**src/rtl/pixelbox_edge_pkg.sv**
```systemverilog
// Shared widths, sideband bundle and address saturation for the gradient-magnitude stage.
package pixelbox_edge_pkg;

  localparam int GRAD_W   = 11;
  localparam int ADDR_W   = 8;
  localparam int DATA_W   = 8;
  localparam int SUM_W    = 2 * GRAD_W;
  localparam int ROM_LAT  = 1;
  localparam int PIPE_LAT = 3 + ROM_LAT;

  typedef struct packed {
    logic vld;
    logic de;
    logic hs;
    logic vs;
  } side_t;

  // Scale the energy down and clamp it to the last ROM entry.
  function automatic logic [ADDR_W-1:0] sat_addr(input logic [SUM_W-1:0] sum,
                                                 input int unsigned      shift);
    logic [SUM_W-1:0] shifted;
    shifted = sum >> shift;
    if (shifted > SUM_W'((1 << ADDR_W) - 1)) begin
      return {ADDR_W{1'b1}};
    end
    return shifted[ADDR_W-1:0];
  endfunction

endpackage

```
**src/rtl/grad_sq_sat.sv**
```systemverilog
// Absolute value, squared-sum and saturated ROM address generation (S1-S2).
module grad_sq_sat
  import pixelbox_edge_pkg::*;
#(
  parameter int SQ_SHIFT = 13
) (
  input  logic                     clk,
  input  logic                     rst,
  input  logic signed [GRAD_W-1:0] i_gx,
  input  logic signed [GRAD_W-1:0] i_gy,
  output logic        [ADDR_W-1:0] o_rom_addr
);

  // Two's-complement negate of -2^(GRAD_W-1) yields the exact unsigned magnitude.
  function automatic logic [GRAD_W-1:0] abs_u(input logic signed [GRAD_W-1:0] v);
    return v[GRAD_W-1] ? $unsigned(-v) : $unsigned(v);
  endfunction

  logic [GRAD_W-1:0] r_ax_p0;
  logic [GRAD_W-1:0] r_ay_p0;
  logic [ADDR_W-1:0] r_addr_p1;
  logic [SUM_W-1:0]  w_sum;

  // S1: magnitudes of both gradients
  always_ff @(posedge clk) begin
    if (rst) begin
      r_ax_p0 <= '0;
      r_ay_p0 <= '0;
    end else begin
      r_ax_p0 <= abs_u(i_gx);
      r_ay_p0 <= abs_u(i_gy);
    end
  end

  assign w_sum = SUM_W'(r_ax_p0) * SUM_W'(r_ax_p0)
               + SUM_W'(r_ay_p0) * SUM_W'(r_ay_p0);

  // S2: scaled, saturated ROM address
  always_ff @(posedge clk) begin
    if (rst) begin
      r_addr_p1 <= '0;
    end else begin
      r_addr_p1 <= sat_addr(w_sum, SQ_SHIFT);
    end
  end

  assign o_rom_addr = r_addr_p1;

endmodule

```
**src/rtl/grad_mag_sqrt.sv**
```systemverilog
// Gradient magnitude via external sqrt ROM, edge threshold, sideband delay and per-frame edge count.
module grad_mag_sqrt
  import pixelbox_edge_pkg::*;
#(
  parameter int SQ_SHIFT = 13,
  parameter int THRESH   = 64,
  parameter int CNT_W    = 22
) (
  input  logic                     clk,
  input  logic                     rst,
  input  logic                     in_valid,
  input  logic signed [GRAD_W-1:0] in_gx,
  input  logic signed [GRAD_W-1:0] in_gy,
  input  logic                     in_de,
  input  logic                     in_hs,
  input  logic                     in_vs,
  output logic        [ADDR_W-1:0] rom_addr,
  input  logic        [DATA_W-1:0] rom_data,
  output logic                     out_valid,
  output logic        [DATA_W-1:0] out_mag,
  output logic                     out_edge,
  output logic                     out_de,
  output logic                     out_hs,
  output logic                     out_vs,
  output logic        [CNT_W-1:0]  frame_edge_cnt,
  output logic                     frame_cnt_vld
);

  side_t             w_side_in;
  side_t             r_side_p0;
  side_t             r_side_p1;
  side_t             r_side_p2;
  side_t             r_side_p3;
  logic [DATA_W-1:0] r_mag_p3;
  logic              r_edge_p3;
  logic [CNT_W-1:0]  r_run_cnt;
  logic [CNT_W-1:0]  r_frame_cnt;
  logic              r_frame_vld;
  logic              r_vs_prev;
  logic              w_pix;
  logic              w_vs_rise;

  grad_sq_sat #(
    .SQ_SHIFT (SQ_SHIFT)
  ) u_sq (
    .clk        (clk),
    .rst        (rst),
    .i_gx       (in_gx),
    .i_gy       (in_gy),
    .o_rom_addr (rom_addr)
  );

  assign w_side_in = '{vld: in_valid, de: in_de, hs: in_hs, vs: in_vs};

  // S1..S4: sideband delay line, free-running and aligned with the magnitude
  always_ff @(posedge clk) begin
    if (rst) begin
      r_side_p0 <= '0;
      r_side_p1 <= '0;
      r_side_p2 <= '0;
      r_side_p3 <= '0;
    end else begin
      r_side_p0 <= w_side_in;
      r_side_p1 <= r_side_p0;
      r_side_p2 <= r_side_p1;
      r_side_p3 <= r_side_p2;
    end
  end

  // S4: capture ROM output, masked by the aligned valid
  always_ff @(posedge clk) begin
    if (rst) begin
      r_mag_p3  <= '0;
      r_edge_p3 <= 1'b0;
    end else begin
      r_mag_p3  <= r_side_p2.vld ? rom_data : '0;
      r_edge_p3 <= r_side_p2.vld & (rom_data >= DATA_W'(THRESH));
    end
  end

  assign w_pix     = r_side_p3.vld & r_side_p3.de & r_edge_p3;
  assign w_vs_rise = r_side_p3.vs & ~r_vs_prev;

  // Frame counter: a pixel coincident with the vsync rise opens the new frame.
  always_ff @(posedge clk) begin
    if (rst) begin
      r_run_cnt   <= '0;
      r_frame_cnt <= '0;
      r_frame_vld <= 1'b0;
      r_vs_prev   <= 1'b0;
    end else begin
      r_vs_prev   <= r_side_p3.vs;
      r_frame_vld <= w_vs_rise;
      if (w_vs_rise) begin
        r_frame_cnt <= r_run_cnt;
        r_run_cnt   <= {{(CNT_W-1){1'b0}}, w_pix};
      end else if (w_pix && (r_run_cnt != {CNT_W{1'b1}})) begin
        r_run_cnt <= r_run_cnt + 1'b1;
      end
    end
  end

  assign out_valid      = r_side_p3.vld;
  assign out_de         = r_side_p3.de;
  assign out_hs         = r_side_p3.hs;
  assign out_vs         = r_side_p3.vs;
  assign out_mag        = r_mag_p3;
  assign out_edge       = r_edge_p3;
  assign frame_edge_cnt = r_frame_cnt;
  assign frame_cnt_vld  = r_frame_vld;

endmodule

```
**config.mk**
```make
export PLATFORM = sky130hd
export DESIGN_NAME = grad_mag_sqrt
export DESIGN_NICKNAME = d
export VERILOG_FILES = /design/src/rtl/pixelbox_edge_pkg.sv /design/src/rtl/grad_sq_sat.sv /design/src/rtl/grad_mag_sqrt.sv
export SDC_FILE = /design/constraint.sdc
export NUM_CORES = 1
export LEC_CHECK = 0
export CORE_ASPECT_RATIO = 1.4
export CORE_UTILIZATION = 55
export CTS_BUF_LIST = sky130_fd_sc_hd__clkbuf_16
export DETAILED_ROUTE_END_ITERATION = 10
export MAX_ROUTING_LAYER = met4
export PLACE_DENSITY = 0.88
export RECOVER_POWER = 50
export SLEW_MARGIN = 20
export SYNTH_ARGS = -nofsm -noshare
export SYNTH_HDL_FRONTEND = slang
export SYNTH_SLANG_ARGS = --single-unit
```
**constraint.sdc**
```tcl
create_clock -name clk -period 6.22 [get_ports clk]
set_input_delay 1.866 -clock clk [delete_from_list [all_inputs] [get_ports clk]]
set_output_delay 1.866 -clock clk [all_outputs]
set_load 0.02 [all_outputs]
```
==> impl_metrics.ini, run 1 <==
[clock_tree]
clkTransAtPathRegs_ns = 0.07
clock_path_buffers = 2
cts_buffers = 9
clk_latency_ns = 0.35
htreeDepth = 3
clockRootBuffer = clkbuf_16
clock-sinks = 101
cts_tree = yes

[finish]
nets = 1505
drive_gt1_frac = 0.114
antenna_cells = 0
area_growth_pct = 17.4

[global_routing]
grt_overflow = 0
grt_pass1_vias = 8415
antenna_found_initial = 0
gr-usage-all-layers = 0.248
grt_max_degree = 50
grt_pass1_wl_um = 37400

[critical_path]
cp_data_required_time_ns = 6.51
path_max_fanout = 7
critPathLaunchType = flop
cp-end-kind = flop
max_stage_delay_ns = 0.55
cp_common_cell = fa_1
critPathKind = reg -> reg
crit_buf_inv = 6
crit_chain = buf_6 > nand2_1 > fa_1 > inv_1 > fa_1 > inv_1 > fa_1 > fa_1 > inv_1 > fa_2 > fa_1 > inv_1 > fa_1 > inv_1 > ha_2 > and4_4 > nand2_1 > o211ai_1 > a31oi_1 > or3_1 > nand4_1
crit_arrival_ns = 6.38
critPathTopFamily = adder cells
crit_path_top_delay_cell = fa_1

[power_and_ir_drop]
irDropWorstVdd_uv = 210
power_leakage_nw = 6.00
p_per_area_mw_per_mm2 = 257

[synth]
yosys_warnings = 0
synth_fp_nets = 1416
synth_cell_types = 62
synth_compound_area_frac = 0.0728
synth_edf_count = 0
synthesis.area_mm2 = 0.0104
netlist_instances = 1122
ys_seq_area_frac = 0.194
synth_top_family_by_area = adder cells
synthMuxAreaShare = 0.00492
syn_avg_cell_area_um2 = 9.29
yosys_most_used_dff = dfxtp_1
synth_seq_cells = 101
synth_xor_xnor_area_share = 0.0420
synthAdderAreaFrac = 0.425
async_reset_ff_frac = 0
synth-simple-area-share = 0.149

[timing]
timing.final.hold_violations = 0
clock.fmax_mhz = 164
layout_min_cycle_time_ns = 6.09
finalClockSkew_ns = 0.00765
holdWs_ns = 0.437
fin_ws_ns = 0.135
setup_viol = 0
fin_crit_sh = 0.978
drv_slew = 0
worst_pin_slew_ns = 1.09
relSlewSlack = 0.273

[floorplan]
die_h_um = 165
core_mm2 = 0.0186
num_rows = 59
ioPinCount = 80
initial_core_util = 0.561
die_w_um = 118
die_area_mm2 = 0.0195

[drt]
vias_per_cell = 5.33
drc = 0
firstDrtPassIters = 5
num_vias = 7787
ant_nets = 0
post_drt_wl_per_cell_um = 15.5
drtIter0Drc = 407
routed_wl_um = 22700

[worst_hold_path]
worstHoldPathType = reg -> reg

[placed_design]
dpl.hpwl_um = 18200
portBuffers = 79
pre_cts_ws_ns = -0.244
gp_congestion = 1.01

[job]
drv_cap = 0

[outcome]
outcome = completed
## metrics by stage
step           area (µm²)  std cells  setup TNS, ns   util  power [mW]
2_1_floorplan       10400       1122              0      -        1.84
3_3_place_gp        11600       1439        -0.0849  0.625        2.28
3_5_place_dp        11600       1439          -1.47  0.625        2.36
4_1_cts             11900       1456              0  0.642        2.92
5_1_grt             12200       1460         -0.204  0.658        3.40
6_report            12200       1460              0  0.658        3.14
## layout by cell type, fill, tap and decap left out, types with 12 or more instances in the layout
cell type,Yosys,layout
inv_1,266,261
fa_1,160,156
ha_1,98,88
dfxtp_1,101,81
clkdlybuf4s50_1,0,73
nand2_1,72,67
and2_1,70,56
nor2_1,59,56
buf_4,1,35
xnor2_1,29,29
nor2b_1,25,25
a22o_1,23,23
xor2_1,21,20
a21oi_1,19,17
nand3_1,15,15
dfxtp_4,0,12
## cell type report
| class | count | area (µm²) |
|---|---|---|
| Inverter | 266 | 1000 |
| Fill cell | 1388 | 6360 |
| Timing Repair Buffer | 120 | 1110 |
| Multi-Input combinational cell | 713 | 7460 |
| Tap cell | 244 | 305 |
| Clock inverter | 7 | 70.1 |
| Clock buffer | 9 | 225 |
| Sequential cell | 101 | 2080 |
## path summary, 6_finish.rpt
kind	slack, ns	endpoint	startpoint	depth (start not counted)
worst max-delay path	0.13	u_sq.o_rom_addr[3]	u_sq.r_ax_p0[4]	21
worst min register to register	0.44	r_side_p1[0]	r_side_p0[0]	1
worst max register to register	0.13	u_sq.o_rom_addr[3]	u_sq.r_ax_p0[4]	21
worst min-delay path	0.44	r_side_p1[0]	r_side_p0[0]	1
## per-layer routing
layer,share of wire,global-route usage
met1,0.36,0.256
met2,0.55,0.463
met3,0.037,0.0228
met4,0.056,0.143
met5,0,-
## Yosys cell counts (3+ instances only)
master    count  area [µm²]
a21oi_1      19        95.1
a22o_1       23         201
a211oi_1      3        22.5
fa_1        160        3200
nor4_1        5        31.3
a21o_1        3        22.5
a31oi_1       3        18.8
nand2_1      72         270
nor2b_1      25         156
o31ai_1       5        37.5
o21ai_0      11        55.1
mux2i_1       4        40.0
inv_1       266         998
a31o_1        3        26.3
nor3_1       12        60.1
nand3_1      15        75.1
nand2b_1      6        37.5
or3_1         8        50.1
or2_2         3        18.8
and3_1        7        43.8
buf_2         3        15.0
nor2_1       59         221
clkbuf_1     35         131
o211ai_1      5        37.5
ha_1         98        1230
xnor2_1      29         254
nand4_1      10        62.6
xor2_1       21         184
and2_1       70         438
dfxtp_1     101        2020
## repair_timing
item | CTS | global route
endpoints found under the setup margin | 8 | 8
pin swaps | 1 | 48
resized for setup | 12 | 81
setup buffers | 1 | 4
hold buffers | 0 | 0
## flip-flops by register name, summed over array words and instances, names as in the netlist, 8 cells and up
name and flops:
u_sq.r_ay_p0 11, u_sq.r_ax_p0 11, frame_edge_cnt 22, out_mag 8, r_run_cnt 22, u_sq.o_rom_addr 8
## power breakdown
group	switching (mW)	leakage [nW]	internal, mW	total [mW]
Combinational	1.07	5.02	0.818	1.88
Sequential	0.0264	0.832	0.678	0.705
Clock	0.271	0.147	0.283	0.554
## worst register-to-register path, cell delays in order, from the launching register on
cell and delay (ns):
dfxtp_4 0.38, buf_6 0.14, nand2_1 0.10, fa_1 0.49, inv_1 0.07, fa_1 0.50, inv_1 0.05, fa_1 0.46
fa_1 0.52, inv_1 0.06, fa_2 0.47, fa_1 0.55, inv_1 0.08, fa_1 0.55, inv_1 0.05, ha_2 0.32
and4_4 0.24, nand2_1 0.10, o211ai_1 0.28, a31oi_1 0.19, or3_1 0.35, nand4_1 0.09
## logic make-up (layout without fill, tap and decap cells)
group / after synthesis / after routing
AOI/OAI and AO/OA: 100 / 100
xor gates and xnor gates: 50 / 50
adders and majority gates: 258 / 258
buffers and inverters: 308 / 402
DFF: 101 / 101
muxes: 5 / 5
and+or+nand+nor: 300 / 300
(Power assumes the default switching activity.)
==> run 2, diff against run 1 <==
- CORE_UTILIZATION: 55 -> 60
- DONT_BUFFER_PORTS: default -> 1
- REMOVE_ABC_BUFFERS: default -> 1
==> run 2 against run 1 <==
  * The flow now finishes with violations (max-capacitance violations, max-slew violations)
  * Sequential share of layout area is 1.0 points higher
  * Flip-flop and latch count is the same
  * Power is 1.3% lower
  * Register-to-register slack gained 0.03 ns
  * Die area is 8.2% lower
  * Via count shrank 2.4%
  * Routed wire length increased by 2.6%
  * Largest power group unchanged
==> impl_metrics.ini, run 2 (same netlist as run 1, synthesis figures left out) <==
[clock_tree]
cts_tree = yes
cts_buffers = 9
clk_latency_ns = 0.35
clock-sinks = 101
clock_path_buffers = 2
clkTransAtPathRegs_ns = 0.08
clockRootBuffer = clkbuf_16
htreeDepth = 3

[timing]
timing.final.hold_violations = 0
relSlewSlack = -0.466
fin_crit_sh = 0.973
fin_ws_ns = 0.167
finalClockSkew_ns = 0.0120
layout_min_cycle_time_ns = 6.05
worst_pin_slew_ns = 2.18
setup_viol = 0
drv_slew = 17
clock.fmax_mhz = 165

[critical_path]
crit_path_top_delay_cell = fa_1
cp_data_required_time_ns = 6.49
worstSetupStartpoint = u_sq.r_ax_p0[0]
critPathKind = reg -> reg
path_max_fanout = 5
critPathTopFamily = adder cells
critPathLaunchType = flop
ff2ff_path_depth = 20
cp_common_cell = fa_1
path_depth = 20
cp-end-kind = flop
rr_startpoint = u_sq.r_ax_p0[0]
crit_chain = and2_1 > fa_1 > inv_1 > fa_1 > fa_1 > inv_1 > fa_1 > fa_1 > fa_1 > inv_1 > fa_1 > inv_2 > ha_4 > buf_4 > nand4_1 > o211a_1 > o211ai_1 > nand3_1 > a311o_1 > o2111ai_2
crit_arrival_ns = 6.33
max_stage_delay_ns = 0.63
crit_buf_inv = 5

[drt]
routed_wl_um = 23300
post_drt_wl_per_cell_um = 17.0
ant_nets = 0
vias_per_cell = 5.53
drtIter0Drc = 345
num_vias = 7598
drc = 0
firstDrtPassIters = 4

[placed_design]
dpl.hpwl_um = 18400
portBuffers = 0
gp_congestion = 0.955
pre_cts_ws_ns = -0.257

[finish]
antenna_cells = 0
postLayoutCoreUtil = 0.678
final_cell_mix = inv_1, fa_1, ha_1
nets = 1431
layout_commonest_cell = inv_1
drive_gt1_frac = 0.114
area_growth_pct = 9.80

[floorplan]
die_h_um = 158
core_mm2 = 0.0169
initial_core_util = 0.618
num_rows = 56
die_area_mm2 = 0.0179
ioPinCount = 80
die_w_um = 113

[global_routing]
grt_use_met1 = 0.276
grt_overflow = 0
grtUsageMet2 = 0.519
grt_util_met3 = 0.0375
grt_pass1_vias = 8311
gr-usage-all-layers = 0.281
grt-busiest-layer = met2
antenna_found_initial = 0
grt_max_degree = 51
grt_pass1_wl_um = 37800

[job]
drv_cap = 1

[worst_hold_path]
worstHoldStart = r_side_p1[1]
whs_path_depth = 1
worstHoldPathType = reg -> reg

[outcome]
violations = max-capacitance violations, max-slew violations
outcome = finished with violations

[power_and_ir_drop]
p_per_area_mw_per_mm2 = 271
irDropWorstVdd_uv = 279
power_leakage_nw = 5.73
## run 2: cell count changes in the layout (fill, tap and decap cells not counted), moves of 3 or more
cell and change:
and2_1 +3, and2_4 -4, nand2_1 +3, dfxtp_4 -5
dfxtp_1 +3, nand2_2 -3, clkdlybuf4s50_1 -73, buf_4 +5
dlygate4sd3_1 -5
## run 2: final cells by class
| cell class | instances | area, µm² |
|---|---|---|
| Clock inverter | 7 | 70.1 |
| Multi-Input combinational cell | 713 | 7430 |
| Sequential cell | 101 | 2060 |
| Inverter | 266 | 1000 |
| Timing Repair Buffer | 46 | 377 |
| Fill cell | 1207 | 5440 |
| Clock buffer | 9 | 225 |
| Tap cell | 232 | 290 |
## run 2: worst paths after layout
path	endpoint	slack, ns
max	u_sq.o_rom_addr[7]	0.17
min	r_side_p2[1]	0.44
max reg2reg	u_sq.o_rom_addr[7]	0.17
min reg2reg	r_side_p2[1]	0.44
## run 2: report_power, final
| group | switching [mW] | internal (mW) | total, mW |
|---|---|---|---|
| combinational | 1.04 | 0.791 | 1.83 |
| clock | 0.268 | 0.283 | 0.551 |
| sequential | 0.0444 | 0.679 | 0.723 |
| total | 1.35 | 1.75 | 3.10 |
## run 2: repair_timing
item,CTS,global route
buffers inserted,1,11
gates resized for setup,11,62
setup endpoints to repair,8,8
pin swaps,4,38
hold buffers,0,0
hold endpoints to repair,0,0
## run 2: per-layer routing
| metal | vias to the layer above | wire (µm) |
|---|---|---|
| li1 | 3466 | - |
| met1 | 3783 | 7950 |
| met2 | 247 | 13000 |
| met3 | 102 | 885 |
| met4 | 0 | 1450 |
| met5 | - | 0 |
## run 2: metrics by stage
stage	area (µm²)	total power, mW	cells	hold WS, ns	setup TNS (ns)
final	11400	3.10	1374	0.437	0
after CTS	11200	2.91	1363	0.441	0
after floorplan	10300	1.82	1080	0.414	0
after detailed placement	10800	2.31	1346	0.424	-1.63
after global routing	11400	3.35	1374	0.451	-0.166
after global placement	10800	2.25	1346	0.419	-0.153
